===== src/rtl/matvec_scheduler_if.sv =====
`default_nettype none
// ============================================================================
// Module : matvec_scheduler_if
// Brief  : x stream, weight memory, dot-product and y stream bundle
// Rev    : 1.0
// ============================================================================
interface matvec_scheduler_if #(
    parameter int N          = 4,
    parameter int DATA_WIDTH = 8,
    parameter int ACC_WIDTH  = 32,
    parameter int ADDR_WIDTH = 3,
    parameter int ROW_WIDTH  = 2
);
    logic                    x_valid;
    logic                    x_ready;
    logic [N*DATA_WIDTH-1:0] x_data;
    logic                    w_rd_en;
    logic [ADDR_WIDTH-1:0]   w_addr;
    logic [N*DATA_WIDTH-1:0] w_rdata;
    logic [N*DATA_WIDTH-1:0] dp_x;
    logic [N*DATA_WIDTH-1:0] dp_w;
    logic [ACC_WIDTH-1:0]    dp_result;
    logic                    y_valid;
    logic                    y_ready;
    logic [ACC_WIDTH-1:0]    y_data;
    logic [ROW_WIDTH-1:0]    y_row;

    modport master (
        input  x_valid, x_data, w_rdata, dp_result, y_ready,
        output x_ready, w_rd_en, w_addr, dp_x, dp_w, y_valid, y_data, y_row
    );

    modport slave (
        output x_valid, x_data, w_rdata, dp_result, y_ready,
        input  x_ready, w_rd_en, w_addr, dp_x, dp_w, y_valid, y_data, y_row
    );
endinterface

`default_nettype wire


===== src/rtl/matvec_scheduler.sv =====
`default_nettype none
// ============================================================================
// Module : matvec_scheduler
// Brief  : Tiles y = W*x over a shared N-lane dot-product unit
// Rev    : 1.0
// ============================================================================
module matvec_scheduler #(
    parameter int N          = 4,
    parameter int DATA_WIDTH = 8,
    parameter int ACC_WIDTH  = 32,
    parameter int ROWS       = 4,
    parameter int TILES      = 2,
    parameter int ADDR_WIDTH = (ROWS * TILES > 1) ? $clog2(ROWS * TILES) : 1
) (
    input  logic               clk,
    input  logic               rst,
    input  logic               start,
    output logic               busy,
    output logic               done,
    matvec_scheduler_if.master bus
);
    localparam int c_TILE_W = (TILES > 1) ? $clog2(TILES) : 1;
    localparam int c_ROW_W  = (ROWS > 1) ? $clog2(ROWS) : 1;
    localparam logic [c_TILE_W-1:0] c_LAST_TILE = c_TILE_W'(TILES - 1);
    localparam logic [c_ROW_W-1:0]  c_LAST_ROW  = c_ROW_W'(ROWS - 1);

    typedef enum logic [2:0] {
        S_IDLE   = 3'd0,
        S_LOAD_X = 3'd1,
        S_RUN    = 3'd2,
        S_DRAIN  = 3'd3,
        S_OUT    = 3'd4
    } state_t;

    state_t                  r_state;
    state_t                  w_state_nxt;
    logic [c_TILE_W-1:0]     r_tile;
    logic [c_ROW_W-1:0]      r_row;
    logic                    r_rd_valid;
    logic [c_TILE_W-1:0]     r_rd_tile;
    logic                    r_rd_last;
    logic [ACC_WIDTH-1:0]    r_acc;
    logic [ACC_WIDTH-1:0]    r_y_data;
    logic [c_ROW_W-1:0]      r_y_row;
    logic                    r_y_valid;
    logic                    r_done;
    logic [N*DATA_WIDTH-1:0] r_xbuf [TILES];

    logic                    w_busy;
    logic                    w_x_ready;
    logic                    w_rd_en;
    logic [ADDR_WIDTH-1:0]   w_addr;
    logic                    w_last_tile;
    logic                    w_x_hs;
    logic                    w_y_hs;
    logic [ACC_WIDTH-1:0]    w_acc_sum;

    assign w_last_tile = (r_tile == c_LAST_TILE);
    assign w_x_hs      = w_x_ready && bus.x_valid;
    assign w_y_hs      = (r_state == S_OUT) && r_y_valid && bus.y_ready;
    // The first tile of a row restarts the sum, so no explicit clear is needed.
    assign w_acc_sum   = (r_rd_tile == '0) ? bus.dp_result : r_acc + bus.dp_result;

    always_ff @(posedge clk or posedge rst) begin
        if (rst) begin
            r_state <= S_IDLE;
        end else begin
            r_state <= w_state_nxt;
        end
    end

    always_comb begin
        w_state_nxt = r_state;
        w_busy      = 1'b1;
        w_x_ready   = 1'b0;
        w_rd_en     = 1'b0;
        w_addr      = '0;
        case (r_state)
            S_IDLE: begin
                w_busy = 1'b0;
                if (start) w_state_nxt = S_LOAD_X;
            end
            S_LOAD_X: begin
                w_x_ready = 1'b1;
                if (bus.x_valid && w_last_tile) w_state_nxt = S_RUN;
            end
            S_RUN: begin
                w_rd_en = 1'b1;
                w_addr  = ADDR_WIDTH'(int'(r_row) * TILES + int'(r_tile));
                if (w_last_tile) w_state_nxt = S_DRAIN;
            end
            S_DRAIN: w_state_nxt = S_OUT;
            S_OUT: begin
                if (bus.y_ready) w_state_nxt = (r_row == c_LAST_ROW) ? S_IDLE : S_RUN;
            end
            default: w_state_nxt = S_IDLE;
        endcase
    end

    always_ff @(posedge clk or posedge rst) begin
        if (rst) begin
            r_tile     <= '0;
            r_row      <= '0;
            r_rd_valid <= 1'b0;
            r_rd_tile  <= '0;
            r_rd_last  <= 1'b0;
            r_acc      <= '0;
            r_y_data   <= '0;
            r_y_row    <= '0;
            r_y_valid  <= 1'b0;
            r_done     <= 1'b0;
            for (int i = 0; i < TILES; i++) r_xbuf[i] <= '0;
        end else begin
            r_done     <= 1'b0;
            r_rd_valid <= w_rd_en;
            if (w_rd_en) begin
                r_rd_tile <= r_tile;
                r_rd_last <= w_last_tile;
            end
            case (r_state)
                S_IDLE: begin
                    if (start) begin
                        r_tile <= '0;
                        r_row  <= '0;
                    end
                end
                S_LOAD_X: begin
                    if (w_x_hs) begin
                        r_xbuf[r_tile] <= bus.x_data;
                        r_tile         <= w_last_tile ? '0 : r_tile + 1'b1;
                    end
                end
                S_RUN: r_tile <= w_last_tile ? '0 : r_tile + 1'b1;
                S_OUT: begin
                    if (w_y_hs) begin
                        r_y_valid <= 1'b0;
                        if (r_row == c_LAST_ROW) begin
                            r_done <= 1'b1;
                        end else begin
                            r_row  <= r_row + 1'b1;
                            r_tile <= '0;
                        end
                    end
                end
                default: ;
            endcase
            // Weight data lands one cycle after the read strobe.
            if (r_rd_valid) begin
                r_acc <= w_acc_sum;
                if (r_rd_last) begin
                    r_y_data  <= w_acc_sum;
                    r_y_row   <= r_row;
                    r_y_valid <= 1'b1;
                end
            end
        end
    end

    assign busy        = w_busy;
    assign done        = r_done;
    assign bus.x_ready = w_x_ready;
    assign bus.w_rd_en = w_rd_en;
    assign bus.w_addr  = w_addr;
    assign bus.dp_x    = r_rd_valid ? r_xbuf[r_rd_tile] : '0;
    assign bus.dp_w    = r_rd_valid ? bus.w_rdata : '0;
    assign bus.y_valid = r_y_valid;
    assign bus.y_data  = r_y_data;
    assign bus.y_row   = r_y_row;

endmodule

`default_nettype wire


===== src/flat_wrapper.sv =====
// flat-port wrapper written by rule: the top's interface ports become plain ports
module matvec_scheduler_flat 
#(
    parameter int N          = 4,
    parameter int DATA_WIDTH = 8,
    parameter int ACC_WIDTH  = 32,
    parameter int ROWS       = 4,
    parameter int TILES      = 2,
    parameter int ADDR_WIDTH = (ROWS * TILES > 1) ? $clog2(ROWS * TILES) : 1
)
  (clk, rst, start, busy, done, bus_x_valid, bus_x_data, bus_w_rdata, bus_dp_result, bus_y_ready, bus_x_ready, bus_w_rd_en, bus_w_addr, bus_dp_x, bus_dp_w, bus_y_valid, bus_y_data, bus_y_row);
  matvec_scheduler_if #(.N(N), .DATA_WIDTH(DATA_WIDTH), .ACC_WIDTH(ACC_WIDTH), .ADDR_WIDTH(ADDR_WIDTH), .ROW_WIDTH((2))) bus_i ();
  input  logic clk;
  input  logic rst;
  input  logic start;
  output logic busy;
  output logic done;
  input wire logic [$bits(bus_i.x_valid)-1:0] bus_x_valid;
  input wire logic [$bits(bus_i.x_data)-1:0] bus_x_data;
  input wire logic [$bits(bus_i.w_rdata)-1:0] bus_w_rdata;
  input wire logic [$bits(bus_i.dp_result)-1:0] bus_dp_result;
  input wire logic [$bits(bus_i.y_ready)-1:0] bus_y_ready;
  output wire logic [$bits(bus_i.x_ready)-1:0] bus_x_ready;
  output wire logic [$bits(bus_i.w_rd_en)-1:0] bus_w_rd_en;
  output wire logic [$bits(bus_i.w_addr)-1:0] bus_w_addr;
  output wire logic [$bits(bus_i.dp_x)-1:0] bus_dp_x;
  output wire logic [$bits(bus_i.dp_w)-1:0] bus_dp_w;
  output wire logic [$bits(bus_i.y_valid)-1:0] bus_y_valid;
  output wire logic [$bits(bus_i.y_data)-1:0] bus_y_data;
  output wire logic [$bits(bus_i.y_row)-1:0] bus_y_row;
  assign bus_i.x_valid = bus_x_valid;
  assign bus_i.x_data = bus_x_data;
  assign bus_i.w_rdata = bus_w_rdata;
  assign bus_i.dp_result = bus_dp_result;
  assign bus_i.y_ready = bus_y_ready;
  assign bus_x_ready = bus_i.x_ready;
  assign bus_w_rd_en = bus_i.w_rd_en;
  assign bus_w_addr = bus_i.w_addr;
  assign bus_dp_x = bus_i.dp_x;
  assign bus_dp_w = bus_i.dp_w;
  assign bus_y_valid = bus_i.y_valid;
  assign bus_y_data = bus_i.y_data;
  assign bus_y_row = bus_i.y_row;
  matvec_scheduler #(.N(N), .DATA_WIDTH(DATA_WIDTH), .ACC_WIDTH(ACC_WIDTH), .ROWS(ROWS), .TILES(TILES), .ADDR_WIDTH(ADDR_WIDTH)) u_core (.clk(clk), .rst(rst), .start(start), .busy(busy), .done(done), .bus(bus_i));
endmodule

===== config.mk =====
export PLATFORM = sky130hd
export DESIGN_NAME = matvec_scheduler_flat
export DESIGN_NICKNAME = d
export VERILOG_FILES = /design/src/rtl/matvec_scheduler_if.sv /design/src/rtl/matvec_scheduler.sv /design/src/flat_wrapper.sv
export SDC_FILE = /design/constraint.sdc
export NUM_CORES = 1
export LEC_CHECK = 0
export CORE_MARGIN = 1.5
export CORE_UTILIZATION = 45
export DETAILED_ROUTE_END_ITERATION = 7
export PLACE_DENSITY = 0.8
export SLEW_MARGIN = 30
export SYNTH_ARGS = -nofsm -noshare
export SYNTH_HDL_FRONTEND = slang
export SYNTH_SLANG_ARGS = --single-unit

===== constraint.sdc =====
create_clock -name clk -period 6.45 [get_ports clk]
set_input_delay 1.935 -clock clk [delete_from_list [all_inputs] [get_ports clk]]
set_output_delay 1.935 -clock clk [all_outputs]
set_load 0.005 [all_outputs]

==> metrics.md, run 1 <==
| Metric | Value |
|---|---|
| Outcome | finished, final reports clean |
| # nets final | 1070 |
| Finished Cell Area | 10700 um^2 |
| GR Overflow Total | 0 |
| Reg2Reg Setup Slack | approximately 3.4 ns |
| Worst path cell trace | clkdlybuf4s50_1, and2_1, clkdlybuf4s50_1 |
| Worst-path clk slew | 0.06 ns |
| Crit path buf inv count | 2 |
| Final Cycle Share | 77.0% |
| DRC Markers | 0 |
| Worst-case clock buffer depth | 2 |
| Crit path capture type | output port |
| CP endpoint | bus_dp_w[4] |
| Sequential share of power | between 30% and 40% |
| EDFF count, synth | 0 |
| CTS Buf Count | 17 |
| Syn_nets | 884 |
| CTS H-tree depth | 4 |
| Slew headroom | 51.1% |
| Vias in the first global route | around 6300 |
| GR peak layer | met2 |
| Routed vias | 6310 |
| Period minus WS final | 4.97 ns |
| Worst reg2reg path depth | 11 |
| Met3 Usage GRT | 6.70% |
| RSZ-0062 raised after global routing | no |
| Mapped Area | 7900 um^2 |
| Simple-gate share of the synthesized area | 11.6% |
| Max-cap violations | 0 |
| Crit path max fanout | 1 |
| First-pass GRT wire length | 31.0 mm |
| XOR/XNOR share of the synthesized area | 3.44% |
| Main flop type after synthesis | dfrtp_1 |
| Register area share after synthesis | 44.3% |
| RePlAce Congestion | 0.864 |
| Slowest-stage cell, CP | clkdlybuf4s50_1 |
| Starting DRT DRC Count | between 200 and 300 |
| Adder-Cell Fraction of Synth Area | 5.32% |
| Overall routing resource usage | 21.3% |
| Initial Util | a little under half |
| Die footprint | 18400 um^2 |
| # Post-CTS Setup Buffers | 0 |
| Wire per inst | ~16 um |
| Hold-fix buffer count after cts | 0 |
| CTS resizes | 0 |
| Mux contribution to synthesized area | 20.4% |
| Leak | about 4.5 nW |
| Post-route ant nets | 0 |
| Synth unique cells | 55 |
| Main combinational cell family by area after synthesis | multiplexers |
| Antenna Cells | 0 |
| Drt total wl | 18.9 mm |
| Worst vdd ir | 0.229 mV |
| Worst Skew | 0.00830 ns |
| Crit path DAT | 3.03 ns |
| Placed instance area | 10100 um^2 |
| DR pass1 iterations | 5 |
| Setup TNS | 0 ns |
| Req. time, crit path | 4.51 ns |
| Core Rows | 48 |
| Largest net degree at the start of global routing | about 110 |
| CP Depth | 3 |
| CP startpoint | bus_w_rdata[4] |
| Delay-heaviest family, CP | buffers and inverters |
| Hold Fails Final Rpt | 0 |
| Crit start category | input port |
| Hold/Removal Path Class | reg2reg |
| Core Region | about 17000 um^2 |
| NetSw | 1.78 mW |
| Port Buf Inserts | 206 |
| Final worst slack | between 1 and 1.5 ns |
| Io pins | 207 |
| PD cells | 450 nW/um^2 |
| Net Sw Frac | between 30% and 40% |
| CTS tree | yes |
| Avg Cell Area, Syn | between 10 and 15 um^2 |
| Die Span Y | 136 um |
| Critical R2R Launch | u_core.r_acc[0]$_DFFE_PP0P_ |
| DP HPWL | 13.4 mm |
| Crit path top cell by count | clkdlybuf4s50_1 |
| Flops & latches, synth | 140 |
| Highest Clock Rate | ~200 MHz |
| Die W | 136 um |
| Final Max Tran Viols | 0 |
| Clock Power Share | between 10% and 20% |
| Post-synthesis instance total | 750 |
| Slowest stage delay, CP | 0.51 ns |
| Post-synthesis to final-layout area growth | 35.5% |
| Layout cells sized above 1 | ~16% |
| M2 GR Usage | 37.0% |
| Clk root buf | clkbuf_16 |
| # setup viols final | 0 |
| Initial antenna violation count | 0 |
| Internal power | 3.04 mW |
| Latest clock arrival within the worst-skew pair | approximately 0.43 ns |
| Combinational power share | 47.4% |
| Post-synthesis compound-gate area fraction | 12.4% |
| Post-Place Setup Slack | 1.42 ns |
| RR Endpoint | u_core.r_acc[28]$_DFFE_PP0P_ |
| Vias/cell | 5.37 |
| Synth warn | 0 |
| Crit path kind | in2out |
| Clock Sinks | 140 |
| Met1 usage | 24.8% |
| Post-synth ARST share | 100% |
| Worst Max-Slew Pin Slew | ~0.73 ns |
flip-flops by register name (all words and copies together) (netlist names):
register / flops
u_core.bus.y_data: 32
u_core.r_row: 2
u_core.bus.y_row: 2
u_core.r_state: 3
u_core.r_acc: 32
u_core.r_rd_valid: 1
u_core.bus.y_valid: 1
u_core.r_tile: 1
u_core.r_xbuf: 64
u_core.done: 1
u_core.r_rd_tile: 1
placed cells by master (no fill, tap or decap), types with 4 or more instances in the layout:
master	count
inv_8	6
inv_1	7
dfrtp_1	138
xnor2_1	22
mux2_2	92
nand4_1	8
a21oi_1	59
o21ai_0	28
nand2_1	39
and3_1	4
nor2_1	84
inv_6	7
a31oi_1	7
nand3_1	5
and2_1	36
clkbuf_16	17
xor2_1	9
buf_4	6
a211oi_1	6
clkdlybuf4s50_1	206
nor2b_1	5
ha_1	32
a21o_1	12
mux2i_1	56
how the worst min path moves through the flow:
stage | start | endpoint | slack [ns] | cells after the start
final | u_core.bus.y_data[29]$_DFFE_PP0P_ | u_core.bus.y_data[29]$_DFFE_PP0P_ | 0.48 | 1
after CTS | u_core.bus.y_data[29]$_DFFE_PP0P_ | u_core.bus.y_data[29]$_DFFE_PP0P_ | 0.49 | 1
after global placement | u_core.bus.y_data[29]$_DFFE_PP0P_ | u_core.bus.y_data[29]$_DFFE_PP0P_ | 0.46 | 1
after floorplan | u_core.r_acc[2]$_DFFE_PP0P_ | u_core.r_acc[2]$_DFFE_PP0P_ | 0.46 | 1
after detailed placement | u_core.bus.y_data[28]$_DFFE_PP0P_ | u_core.bus.y_data[28]$_DFFE_PP0P_ | 0.46 | 1
after global routing | u_core.bus.y_data[29]$_DFFE_PP0P_ | u_core.bus.y_data[29]$_DFFE_PP0P_ | 0.49 | 1
power by group through the flow:
stage                     Clock, mW  Sequential [mW]  Combinational [mW]
final                         0.941             1.59                2.28
after global routing           1.00             1.65                2.52
after CTS                     0.966             1.60                2.30
after detailed placement          0             1.61                2.29
after global placement            0             1.59                2.25
after floorplan                   0             1.49                1.63
Yosys cell counts, drive strengths merged, types with 4 or more instances:
master,number,area (um^2)
mux2i,56,561
o211ai,6,60.1
nand4,8,50.1
mux2,93,1050
xor2,9,78.8
a21oi,59,295
a31oi,7,43.8
inv,8,30.0
dfrtp,140,3500
nand3,6,35.0
nor2b,5,31.3
and2,36,225
nor2,85,322
clkbuf,38,143
o21ai,30,150
and3,4,25.0
a211oi,6,45.0
nand2,41,156
buf,7,26.3
a21o,12,90.1
ha,32,400
xnor2,22,193
metal layers:
layer,vias up,part of all wire (%)
li1,3041,-
met1,3052,41
met2,197,51
met3,20,7.3
met4,0,1.2
met5,-,0
cell type report:
cell class / instances / area [um^2]
Fill cell: 1457 / 6530
Multi-Input combinational cell: 557 / 4210
Sequential cell: 140 / 3510
Timing Repair Buffer: 212 / 2110
Clock buffer: 17 / 425
Tap cell: 225 / 282
Clock inverter: 15 / 141
Inverter: 8 / 37.5
cell families after synthesis:
logic type	Yosys count
xor+xnor	31
flops	140
simple gates	196
fa+ha+maj	33
mux	149
buf+inv	53
compound gates	148
through the flow:
step                util, %  cells  hold slack [ns]  power, mW
floorplan                 -    750            0.458       3.12
global placement       58.8   1142            0.465       3.83
detailed placement     58.8   1142            0.465       3.90
CTS                    62.1   1174            0.486       4.87
global route           62.1   1174            0.492       5.18
finish                 62.1   1174            0.481       4.82
(Power assumes the default switching activity.)
==> run 2, diff against run 1 <==
--- a/config.mk
+++ b/config.mk
@@ -8,7 +8,7 @@
 export CORE_MARGIN = 1.5
 export CORE_UTILIZATION = 45
 export DETAILED_ROUTE_END_ITERATION = 7
-export PLACE_DENSITY = 0.8
+export PLACE_DENSITY = 0.83
 export SLEW_MARGIN = 30
 export SYNTH_ARGS = -nofsm -noshare
 export SYNTH_HDL_FRONTEND = slang
==> constraint.sdc (replaced) <==
create_clock -name clk -period 4.01 [get_ports clk]
set_input_delay 1.203 -clock clk [delete_from_list [all_inputs] [get_ports clk]]
set_output_delay 1.203 -clock clk [all_outputs]
set_load 0.005 [all_outputs]
==> run 2 against run 1 <==
  * Sequential share of layout area is 1.1 points lower
  * Clock skew is 0.0013 ns higher
  * First-iteration DRC count decreased by 15%
  * Critical path depth increased by 9
  * Register-to-register slack worse by 2.3 ns
  * Clock-buffer cell count up 2
  * Highest routed layer unchanged
==> metrics.md, run 2 (synthesis gave the netlist of run 1 again) <==
| Metric | Value |
|---|---|
| CP Depth | 12 (+9) |
| Crit path DAT | 4.17 ns (+1.14 ns) |
| RR Endpoint | u_core.r_acc[28]$_DFFE_PP0P_ |
| GR Overflow Total | 0 (unchanged) |
| Crit path kind | in2reg |
| PD cells | 737 nW/um^2 (+64%) |
| DR pass1 iterations | 4 (-1) |
| Critical R2R Launch | u_core.r_acc[0]$_DFFE_PP0P_ |
| Fill cells | 1358 (-6.8%) |
| CTS tree | yes |
| CP endpoint | u_core.r_acc[30]$_DFFE_PP0P_ |
| Port Buf Inserts | 206 (unchanged) |
| Reg area | 3510 um^2 (unchanged) |
| Post-synthesis to final-layout area growth | 40.4% |
| Initial Util | 45.8% (unchanged) |
| Req. time, crit path | 4.37 ns (-0.14 ns) |
| First-pass GRT wire length | 33.1 mm (+6.8%) |
| Worst-path clk slew | 0.06 ns (about the same) |
| RSZ-0062 raised after global routing | no |
| # setup viols final | 0 (unchanged) |
| Layout cells sized above 1 | 19.2% (+3.6 points) |
| Period minus WS final | 3.81 ns |
| CTS Buf Count | 17 (unchanged) |
| Crit path max fanout | 3 (+2) |
| DRC Markers | 0 (unchanged) |
| Antenna Cells | 0 (unchanged) |
| Crit start category | input port |
| Worst Skew | 0.00963 ns (+0.00133 ns) |
| # nets final | 1112 (+3.9%) |
| Slowest stage delay, CP | 0.49 ns (-0.02 ns) |
| Worst-case clock buffer depth | 2 (unchanged) |
| Routed vias | 6532 (+3.5%) |
| Final Max Tran Viols | 0 (unchanged) |
| DP HPWL | 14.3 mm (+6.2%) |
| RePlAce Congestion | 0.875 (+1.3%) |
| Hold/Removal Path Class | reg2reg |
| Commonest non-fill, non-tap cells in the layout | clkdlybuf4s50_1 (206), dfrtp_1 (138), mux2_2 (92) |
| Final Cycle Share | between 90% and 100% |
| Worst reg2reg path depth | 11 (unchanged) |
| Setup TNS | 0 ns (unchanged) |
| # Post-CTS Setup Buffers | 0 (unchanged) |
| Vias in the first global route | 6774 (+7.0%) |
| Wire per inst | 16.5 um (+2.8%) |
| Core Region | 17200 um^2 (unchanged) |
| Drt total wl | 20.1 mm (+6.4%) |
| Most common cell after layout, fill and taps aside | clkdlybuf4s50_1 |
| Post-route ant nets | 0 (unchanged) |
| Worst vdd ir | 0.522 mV (+130%) |
| Slowest-stage cell, CP | clkdlybuf4s50_1 |
| Clk root buf | clkbuf_16 |
| Core Rows | 48 (unchanged) |
| Hold Fails Final Rpt | 0 (unchanged) |
| Die Span Y | 136 um (unchanged) |
| Vias/cell | 5.38 (about the same) |
| Largest reg by FF count | u_core.r_xbuf |
| CTS H-tree depth | 4 (unchanged) |
| Slew headroom | 48.7% (-2.4 points) |
| Final core occ | 64.3% (+2.2 points) |
| Worst Max-Slew Pin Slew | 0.769 ns (+0.0359 ns) |
| Multi-input combinational cell area | 4210 um^2 (about the same) |
| Overall routing resource usage | 22.8% (+1.6 points) |
| Clock Sinks | 140 (unchanged) |
| Die footprint | 18400 um^2 (unchanged) |
| Reg2Reg Setup Slack | 1.10 ns (-2.33 ns) |
| Leak | 4.67 nW (+4.9%) |
| Io pins | 207 (unchanged) |
| Die W | 136 um (unchanged) |
| CP startpoint | bus_dp_result[0] |
| Highest Clock Rate | about 260 MHz |
| Delay-heaviest family, CP | compound AO/OA/AOI/OAI gates |
| Largest net degree at the start of global routing | 52 (-52%) |
| Initial antenna violation count | 0 (unchanged) |
| Latest clock arrival within the worst-skew pair | 0.42 ns (about the same) |
| Outcome | finished, final reports clean |
| Largest register FFs | 64 (unchanged) |
| Worst path cell trace | clkdlybuf4s50_1, ha_1, fa_1, a21o_1, a31oi_1, o211ai_2, nand2_2, o41a_1, a221o_1, o21ai_1, xor2_1, o221a_2 |
| Crit path capture type | flop |
| Starting DRT DRC Count | 231 (-15%) |
| Crit path buf inv count | 1 (-1) |
| Max-cap violations | 0 (unchanged) |
==> run 2: power by group <==
group / leakage (nW) / switching, mW / internal (mW)
logic: 2.74 / 1.77 / 2.17
clock network: 0.301 / 0.632 / 1.02
registers: 1.63 / 0.501 / 2.09
==> run 2: worst min-delay path by stage <==
stage	start	end	slack (ns)	cells past startpoint
2_1_floorplan	u_core.r_acc[2]$_DFFE_PP0P_	u_core.r_acc[2]$_DFFE_PP0P_	0.46	1
3_3_place_gp	u_core.bus.y_data[29]$_DFFE_PP0P_	u_core.bus.y_data[29]$_DFFE_PP0P_	0.47	1
3_5_place_dp	u_core.bus.y_data[29]$_DFFE_PP0P_	u_core.bus.y_data[29]$_DFFE_PP0P_	0.47	1
4_1_cts	u_core.r_acc[2]$_DFFE_PP0P_	u_core.r_acc[2]$_DFFE_PP0P_	0.49	1
5_1_grt	u_core.r_acc[2]$_DFFE_PP0P_	u_core.r_acc[2]$_DFFE_PP0P_	0.51	1
6_report	u_core.r_acc[2]$_DFFE_PP0P_	u_core.r_acc[2]$_DFFE_PP0P_	0.49	1
==> run 2: cell type report <==
class                      count  share of cell area, %
multi-input combinational    557                   37.9
sequential                   140                   31.6
clock inverter                12                   1.44
clock buffer                  19                   4.08
timing repair buffer         254                   22.1
inverter                       8                  0.305
tap                          225                   2.54
==> run 2: metal layers <==
layer	GRT usage [%]	wire length, um	vias to the layer above
li1	-	-	3120
met1	25.7	8170	3183
met2	40.8	10000	207
met3	8.53	1670	22
met4	5.38	225	0
met5	0	0	-
==> run 2: repair_timing <==
action / 4_1_cts / 5_1_grt
gates resized for setup: 0 / 1
setup endpoints to repair: 0 / 1
endpoints found under the hold margin: 0 / 0
hold buffers: 0 / 0
==> run 2: metrics by stage <==
stage | worst slack, ns | instance area, um^2 | hold slack, ns | power, mW | instances
3_3_place_gp | -0.169 | 10500 | 0.466 | 6.39 | 1184
5_1_grt | 0.0341 | 11100 | 0.509 | 8.75 | 1215
3_5_place_dp | -0.205 | 10500 | 0.474 | 6.52 | 1184
2_1_floorplan | 0.475 | 7900 | 0.458 | 5.02 | 750
4_1_cts | 0.221 | 11100 | 0.494 | 8.23 | 1215
6_report | 0.204 | 11100 | 0.492 | 8.18 | 1215
